### config.mk
export PLATFORM = sky130hd
export DESIGN_NAME = uart_tx_arbiter
export DESIGN_NICKNAME = d
export VERILOG_FILES = /design/src/rtl/uart_tx_arbiter_pkg.sv /design/src/rtl/rr_priority_picker.sv /design/src/rtl/uart_tx_arbiter.sv
export SDC_FILE = /design/constraint.sdc
export NUM_CORES = 1
export LEC_CHECK = 0
export BUFFER_PORTS_ARGS = -buffer_cell sky130_fd_sc_hd__buf_2
export CAP_MARGIN = 0
export CELL_PAD_IN_SITES_DETAIL_PLACEMENT = 1
export CELL_PAD_IN_SITES_GLOBAL_PLACEMENT = 1
export CORE_MARGIN = 1.5
export CORE_UTILIZATION = 35
export DETAILED_ROUTE_END_ITERATION = 8
export PLACE_DENSITY_LB_ADDON = 0.12
export RECOVER_POWER = 25
export SETUP_SLACK_MARGIN = 0.4
export SYNTH_ARGS = -nofsm -noshare
export SYNTH_HDL_FRONTEND = slang
export SYNTH_SLANG_ARGS = --single-unit
### constraint.sdc
create_clock -name clk -period 3.2 [get_ports clk]
set_input_delay 0.16 -clock clk [delete_from_list [all_inputs] [get_ports clk]]
set_output_delay 0.16 -clock clk [all_outputs]
set_load 0.05 [all_outputs]
### src/rtl/uart_tx_arbiter_pkg.sv
// Shared definitions for the UART transmit arbiter: FSM state encoding and
// width constants used by the top level and the testbench.
package uart_tx_arbiter_pkg;

    typedef enum logic [1:0] {
        IDLE = 2'd0,
        SEND = 2'd1,
        GAP  = 2'd2
    } arb_state_t;

    localparam int DATA_WIDTH_DEFAULT = 8;
    localparam int PKT_COUNT_WIDTH    = 16;

endpackage

### src/rtl/rr_priority_picker.sv
// Combinational round-robin picker: selects the first requester at or after
// last_grant+1 (modulo NUM_REQ) whose mask bit is set.
module rr_priority_picker #(
    parameter int NUM_REQ = 4
) (
    input  logic [NUM_REQ-1:0]         req_mask,
    input  logic [$clog2(NUM_REQ)-1:0] last_grant,
    output logic [NUM_REQ-1:0]         winner,
    output logic                       any
);

    localparam int IDX_W = $clog2(NUM_REQ);

    logic [IDX_W-1:0] idx;

    // Walk the requesters starting just after the previous winner; the
    // first set bit found wins and blocks all later candidates.
    always_comb begin
        winner = '0;
        any    = 1'b0;
        idx    = '0;
        for (int k = 1; k <= NUM_REQ; k++) begin
            idx = IDX_W'((int'(last_grant) + k) % NUM_REQ);
            if (!any && req_mask[idx]) begin
                winner[idx] = 1'b1;
                any         = 1'b1;
            end
        end
    end

endmodule

### src/rtl/uart_tx_arbiter.sv
// Round-robin packet arbiter sharing one buffered UART transmitter between
// several byte producers; the grant is held for a whole packet.
module uart_tx_arbiter
    import uart_tx_arbiter_pkg::*;
#(
    parameter int NUM_REQ    = 4,
    parameter int DATA_WIDTH = DATA_WIDTH_DEFAULT,
    parameter int GAP_CYCLES = 2
) (
    input  logic                          clk,
    input  logic                          reset,
    input  logic [NUM_REQ-1:0]            req_valid,
    input  logic [NUM_REQ*DATA_WIDTH-1:0] req_data,
    input  logic [NUM_REQ-1:0]            req_last,
    output logic [NUM_REQ-1:0]            req_ready,
    output logic [NUM_REQ-1:0]            grant,
    input  logic                          tx_busy,
    output logic [DATA_WIDTH-1:0]         tx_data_in,
    output logic                          tx_start_transmission,
    output logic                          idle,
    output logic [PKT_COUNT_WIDTH-1:0]    packet_count
);

    localparam int IDX_W = $clog2(NUM_REQ);
    localparam int GAP_W = (GAP_CYCLES > 1) ? $clog2(GAP_CYCLES) : 1;

    arb_state_t       state;
    logic [IDX_W-1:0] last_grant;
    logic             last_pending;
    logic [GAP_W-1:0] gap_cnt;

    logic [NUM_REQ-1:0]    winner;
    logic                  any_req;
    logic [IDX_W-1:0]      winner_idx;
    logic                  transfer;
    logic [DATA_WIDTH-1:0] owner_byte;

    rr_priority_picker #(
        .NUM_REQ (NUM_REQ)
    ) u_picker (
        .req_mask   (req_valid),
        .last_grant (last_grant),
        .winner     (winner),
        .any        (any_req)
    );

    always_comb begin
        winner_idx = '0;
        for (int i = 0; i < NUM_REQ; i++) begin
            if (winner[i]) begin
                winner_idx = IDX_W'(i);
            end
        end
    end

    // While a packet is in flight last_grant is also the owner's index.
    assign owner_byte = req_data[last_grant*DATA_WIDTH +: DATA_WIDTH];
    assign transfer   = (state == SEND) && req_valid[last_grant] && !tx_busy;
    assign req_ready  = ((state == SEND) && !tx_busy) ? grant : '0;

    always_ff @(posedge clk) begin
        if (reset) begin
            state                 <= IDLE;
            grant                 <= '0;
            last_grant            <= IDX_W'(NUM_REQ - 1);
            last_pending          <= 1'b0;
            gap_cnt               <= '0;
            tx_data_in            <= '0;
            tx_start_transmission <= 1'b0;
            idle                  <= 1'b1;
            packet_count          <= '0;
        end else begin
            case (state)
                IDLE: begin
                    if (any_req) begin
                        grant      <= winner;
                        last_grant <= winner_idx;
                        idle       <= 1'b0;
                        state      <= SEND;
                    end
                end
                SEND: begin
                    if (transfer) begin
                        tx_data_in            <= owner_byte;
                        tx_start_transmission <= ~tx_start_transmission;
                        last_pending          <= req_last[last_grant];
                        gap_cnt               <= GAP_W'(GAP_CYCLES - 1);
                        state                 <= GAP;
                    end
                end
                GAP: begin
                    // The core's busy flag lags a new byte, so it is only
                    // trusted again once the gap has fully elapsed.
                    if (gap_cnt == '0) begin
                        if (last_pending) begin
                            grant        <= '0;
                            packet_count <= packet_count + PKT_COUNT_WIDTH'(1);
                            idle         <= 1'b1;
                            state        <= IDLE;
                        end else begin
                            state <= SEND;
                        end
                    end else begin
                        gap_cnt <= gap_cnt - GAP_W'(1);
                    end
                end
                default: state <= IDLE;
            endcase
        end
    end

endmodule

==> flow_summary.ini, run 1 <==
[run_status]
status = completed

[sta]
slew_viol_final = 0
rsz0062_at_grt = no
holdWs_ns = 0.326
max_freq_mhz = 420
skew_ns = 0.0107
fin_crit_sh_pct = 74.4
hold_viol = 0
setup_viol_count_final = 0
worst_slew_pin_slew_ns = 0.724
slew_headroom_pct = 51.7
final.setup.tns_ns = 0
fin_crit_ns = 2.38

[placement]
dpl-instance-area_um2 = 2600
hpwl_um = 4040
place_inst = 364
portBuffers = 76
place.gp.congestion = 0.830

[die]
dieArea_um2 = 6710
ioPinCount = 77
initial_core_util_pct = 36.6
die_y_um = 81.9
rows = 28
dieWidth_um = 81.9
core_um2 = 5960

[yosys]
yosysTopAreaCell = dfxtp_1
avgSynthCellArea_um2 = 9.72
synth-seq-area-share_pct = 33.1
syn_area_um2 = 2180
synth.most_common_cell = dfxtp_1
muxShareOfSynthArea_pct = 21.3
synthAdderAreaFrac_pct = 5.17
synth_top_family_by_area = multiplexers
synth_xor_area_share_pct = 5.23
syn_nets = 276
synth_compound_area_share_pct = 11.5
synthArstFlopShare_pct = 0
synth_flop_cell = dfxtp_1
synth_common_cells = dfxtp_1, nor2_1, mux2i_1, nand2_1, mux4_2
synth_seq_cells = 36
synth_top_area_share_pct = 33.1
synth-edff-count = 0
yosys.area_share.simple_pct = 19.4
yosysWarningCount = 0
synth_area_leaders = dfxtp_1, mux4_2, mux2i_1
netlist_instances = 224
netlist-cell-type-count = 45

[route]
via_count = 1954
drt_iter0_drc = 66
wl_per_cell_um = 14.5
wl_met3_um = 261
vias_per_cell = 5.25
wl_met2_um = 2660
first_pass_iters = 4
final_antenna_net_count = 0
topRoutingLayerUsed = met4
routed_wl_um = 5410
drc = 0
wl_met1_um = 2410

[critical_path]
cp_top_family = compound AO/OA/AOI/OAI gates
end_kind = flop
cp.required_ns = 3.36
timing.critical_path.slowest_cell_delay_ns = 0.68
cp.arrival_ns = 2.54
critPathBufInv = 1
critical_path_class = flop to flop
cp_max_fo = 26
cp_slowest_cell = mux4_2
start_kind = flop
cp_cell_sequence = buf_4 > mux4_2 > a31o_1 > a221o_1 > a211oi_2 > o221ai_2

[global_routing]
grt_start_max_net_pins = 37
grt.overflow.total = 0
antenna_found_initial = 0
track_usage_pct = 17.2
grt_first_pass_wirelength_um = 8810
grt_pass1_vias = 1856

[layout]
final_net_count = 348
seq_area_um2 = 721
drive_gt1_share_pct = 29.0
insertedDiodeCount = 0
post-route-cell-area_um2 = 2680
final_cells = 372
multi_input_area_um2 = 1360
area_growth_pct = 22.8
fillCellCount = 737

[power]
power_frac_comb_pct = 53.9
swShare_pct = 42.2
p_leak_nw = 1.11
clkPwrFrac_pct = 17.8
intPower_mw = 1.11
power_frac_seq_pct = 28.3
powerDensity_nw_per_um2 = 719
irDropWorstVdd_mv = 0.287
power_switching_mw = 0.812

[clocking]
cts_buffers = 5
cts_sinks = 36
cts.repair.resized = 0
cts_tree = yes
path_clk_slew_ns = 0.07
cts_hold_buf = 0
clockBufferDepth = 2
clk_latency_ns = 0.29
htree_levels = 2
postCtsSetupRepairBufs = 0
clockRootBuffer = clkbuf_8

[run]
drv_cap = 0

[worst_hold_path]
hold_class = input pin to flop
[layout make-up]
type,count,area share (%)
inverters,8,1.12
multi-input cells,167,50.9
well taps,75,3.51
flip-flops and latches,36,26.9
repair buffers,78,14.0
clock buffers,7,3.23
clock inverters,1,0.281
[cell usage in the layout, fill, tap and decap left out, types with 3 or more instances in the layout]
| cell type | instances |
|---|---|
| or3_1 | 4 |
| mux2i_1 | 14 |
| mux4_2 | 11 |
| clkbuf_1 | 18 |
| nor2_1 | 30 |
| clkbuf_8 | 6 |
| xor2_1 | 4 |
| dfxtp_1 | 36 |
| nor4_1 | 5 |
| a21oi_1 | 9 |
| o22ai_1 | 3 |
| and3_1 | 3 |
| ha_1 | 9 |
| nor3_1 | 5 |
| and2_1 | 6 |
| buf_2 | 59 |
| nand2_1 | 12 |
| inv_1 | 8 |
| xnor2_1 | 9 |
| nand3_1 | 5 |
| nand4_1 | 4 |
| nand2b_1 | 4 |
| o21ai_0 | 3 |
[worst register-to-register path, delay by kind of cell (launching register included)]
family,cells,cell delay (ns)
muxes,1,0.69
AOI/OAI and AO/OA,4,0.89
buffers and inverters,1,0.35
DFF,1,0.33
[power by group through the flow]
stage	Sequential [mW]	Combinational, mW	Clock, mW
floorplan	0.686	0.726	0
global placement	0.551	1.05	0
detailed placement	0.554	1.05	0
CTS	0.544	1.06	0.358
global route	0.553	1.13	0.376
finish	0.545	1.04	0.342
[flip-flops by register name, indices dropped and copies added, names as in the netlist]
register,cells
last_grant,2
grant,4
tx_start_transmission,1
idle,1
gap_cnt,1
state,2
tx_data_in,8
packet_count,16
last_pending,1
[path summary, 6_finish.rpt]
check | slack (ns) | from | end | cells after the start
hold / removal | 0.33 | req_data[6] | tx_data_in[6] | 4
hold reg to reg | 0.47 | idle | idle | 1
setup / recovery | 0.82 | last_grant[0] | last_grant[0] | 6
setup reg to reg | 0.82 | last_grant[0] | last_grant[0] | 6
[stage by stage]
step	utilization [%]	setup WS, ns	power, mW
2_1_floorplan	-	0.434	1.41
3_3_place_gp	43.7	0.830	1.60
3_5_place_dp	43.7	0.810	1.61
4_1_cts	45.3	0.791	1.96
5_1_grt	44.9	0.637	2.06
6_report	44.9	0.820	1.92
[cell families (layout without fill, tap and decap cells)]
group	after synthesis	in the layout
adders and majority gates	9	9
buffers and inverters	21	94
xor gates and xnor gates	13	13
DFF	36	36
muxes	29	29
and+or+nand+nor	82	82
AOI/OAI and AO/OA	34	34
[metal layers]
metal  vias up  GRT usage [%]
met5         -              0
met4         0           5.08
met3         7           3.56
met2        56           29.2
met1       930           21.9
li1        961              -
Note: power is estimated with default switching activity, not from simulation.
==> run 2: changes to the inputs <==
--- a/config.mk
+++ b/config.mk
@@ -10,7 +10,7 @@
 export CELL_PAD_IN_SITES_DETAIL_PLACEMENT = 1
 export CELL_PAD_IN_SITES_GLOBAL_PLACEMENT = 1
 export CORE_MARGIN = 1.5
-export CORE_UTILIZATION = 35
+export CORE_UTILIZATION = 33
 export DETAILED_ROUTE_END_ITERATION = 8
 export PLACE_DENSITY_LB_ADDON = 0.12
 export RECOVER_POWER = 25
==> constraint.sdc (replaced) <==
create_clock -name clk -period 2.15 [get_ports clk]
set_input_delay 0.1075 -clock clk [delete_from_list [all_inputs] [get_ports clk]]
set_output_delay 0.1075 -clock clk [all_outputs]
set_load 0.05 [all_outputs]
==> flow_summary.ini, run 2 (same netlist as run 1, synthesis figures left out) <==
[run_status]
status = complete, but fails checks
violations = negative setup slack

[sta]
max_freq_mhz = 462
setup_ws_ns = -0.0149
skew_ns = 0.00867
hold_viol = 0
setup_viol_count_final = 1
rsz0062_at_grt = yes
slew_headroom_pct = 53.8
worst_slew_pin_slew_ns = 0.693
fin_crit_ns = 2.16
fin_crit_sh_pct = 101
holdWs_ns = 0.278
slew_viol_final = 0
final.setup.tns_ns = -0.0149

[route]
routed_wl_um = 5850
drt_iter0_drc = 38
first_pass_iters = 4
wl_met1_um = 2470
wl_met3_um = 254
topRoutingLayerUsed = met4
via_count = 2053
wl_met2_um = 3080
wl_per_cell_um = 14.6
vias_per_cell = 5.13
drc = 0
final_antenna_net_count = 0

[placement]
dpl-instance-area_um2 = 2750
place_inst = 380
hpwl_um = 4380
place.gp.congestion = 0.816
portBuffers = 76

[clocking]
htree_levels = 2
path_clk_slew_ns = 0.08
clockRootBuffer = clkbuf_8
cts_tree = yes
cts_buffers = 5
clockBufferDepth = 2
cts_sinks = 36
clk_latency_ns = 0.29

[layout]
fillCellCount = 766
final_cells = 400
seq_area_um2 = 733
insertedDiodeCount = 0
final_common_cell = buf_2
final_net_count = 374
drive_gt1_share_pct = 41.8
top_register = packet_count
largest_reg_flops = 16
area_growth_pct = 39.4
reg_top3 = packet_count (16), tx_data_in (8), grant (4)
mostFrequentLayoutCells = buf_2, nor2_1, dfxtp_1
post-route-util_pct = 47.8
post-route-cell-area_um2 = 3040
multi_input_area_um2 = 1470

[run]
drv_cap = 0

[critical_path]
critical_path_class = flop to flop
cp.required_ns = 2.31
reg2reg_slack_ns = -0.01
end_kind = flop
start_kind = flop
rr_endpoint = last_grant[0]
reg2reg_from = last_grant[0]
worst-r2r-cell-count = 7
cp.arrival_ns = 2.32
cp_max_fo = 5

[die]
core_um2 = 6350
rows = 29
ioPinCount = 77
die_y_um = 84.2
initial_core_util_pct = 34.3
dieArea_um2 = 7100
dieWidth_um = 84.2

[power]
powerDensity_nw_per_um2 = 1100
irDropWorstVdd_mv = 0.464
p_leak_nw = 1.30

[global_routing]
grt_start_max_net_pins = 37
grt_pass1_vias = 2025
antenna_found_initial = 0
grt.overflow.total = 0
track_usage_pct = 16.4
grt_first_pass_wirelength_um = 9470

[worst_hold_path]
hp-start = req_data[27]
min_to = tx_data_in[3]
hold_class = input pin to flop
holdPathStages = 4
-- run 2: report_power, final --
part	leakage, nW	internal [mW]	total, mW	switching, mW
clock network	0.0445	0.260	0.506	0.246
logic	0.963	1.00	2.01	1.01
registers	0.295	0.761	0.835	0.0736
-- run 2: area by class of cell --
type                            instances  share of cell area [%]
Multi-Input combinational cell        167                    48.4
Sequential cell                        36                    24.1
Timing Repair Buffer                  104                    20.1
Tap cell                               77                    3.17
Clock buffer                            7                    2.84
Inverter                                8                    1.11
Clock inverter                          1                   0.247
-- run 2: worst max path at each step --
stage | startpoint | to | slack (ns)
after floorplan | last_grant[0] | last_grant[0] | -0.38
after global placement | last_grant[0] | last_grant[0] | 0.02
after detailed placement | last_grant[0] | last_grant[0] | -0.003
after CTS | last_grant[0] | last_grant[0] | 0.009
after global routing | last_grant[0] | last_grant[0] | -0.08
final | last_grant[0] | last_grant[0] | -0.01
-- run 2: per-layer routing --
metal / up-vias / GRT usage, %
met4: 0 / 4.02
met1: 985 / 19.3
met5: - / 0
met3: 6 / 3.05
li1: 1010 / -
met2: 52 / 30.5
-- run 2: metrics by stage --
stage / total power [mW] / setup slack, ns
detailed placement: 2.62 / -0.00278
CTS: 3.26 / 0.00889
finish: 3.35 / -0.0149
global route: 3.58 / -0.0813
floorplan: 2.20 / -0.377
global placement: 2.61 / 0.0189
-- run 2: what timing repair did --
| item | 4_1_cts | 5_1_grt |
|---|---|---|
| pin swaps | 6 | 2 |
| gates resized for setup | 14 | 11 |
| hold buffers | 0 | 0 |
| buffers inserted | 3 | 9 |
| setup endpoints to repair | 22 | 23 |
-- run 2: worst max-delay path, stage by stage (launching register included) --
cell,delay [ns]
dfxtp_4,0.38
clkinvlp_4,0.11
ha_4,0.30
mux4_2,0.36
a31o_1,0.21
a221o_1,0.30
a211oi_2,0.25
o221ai_2,0.12
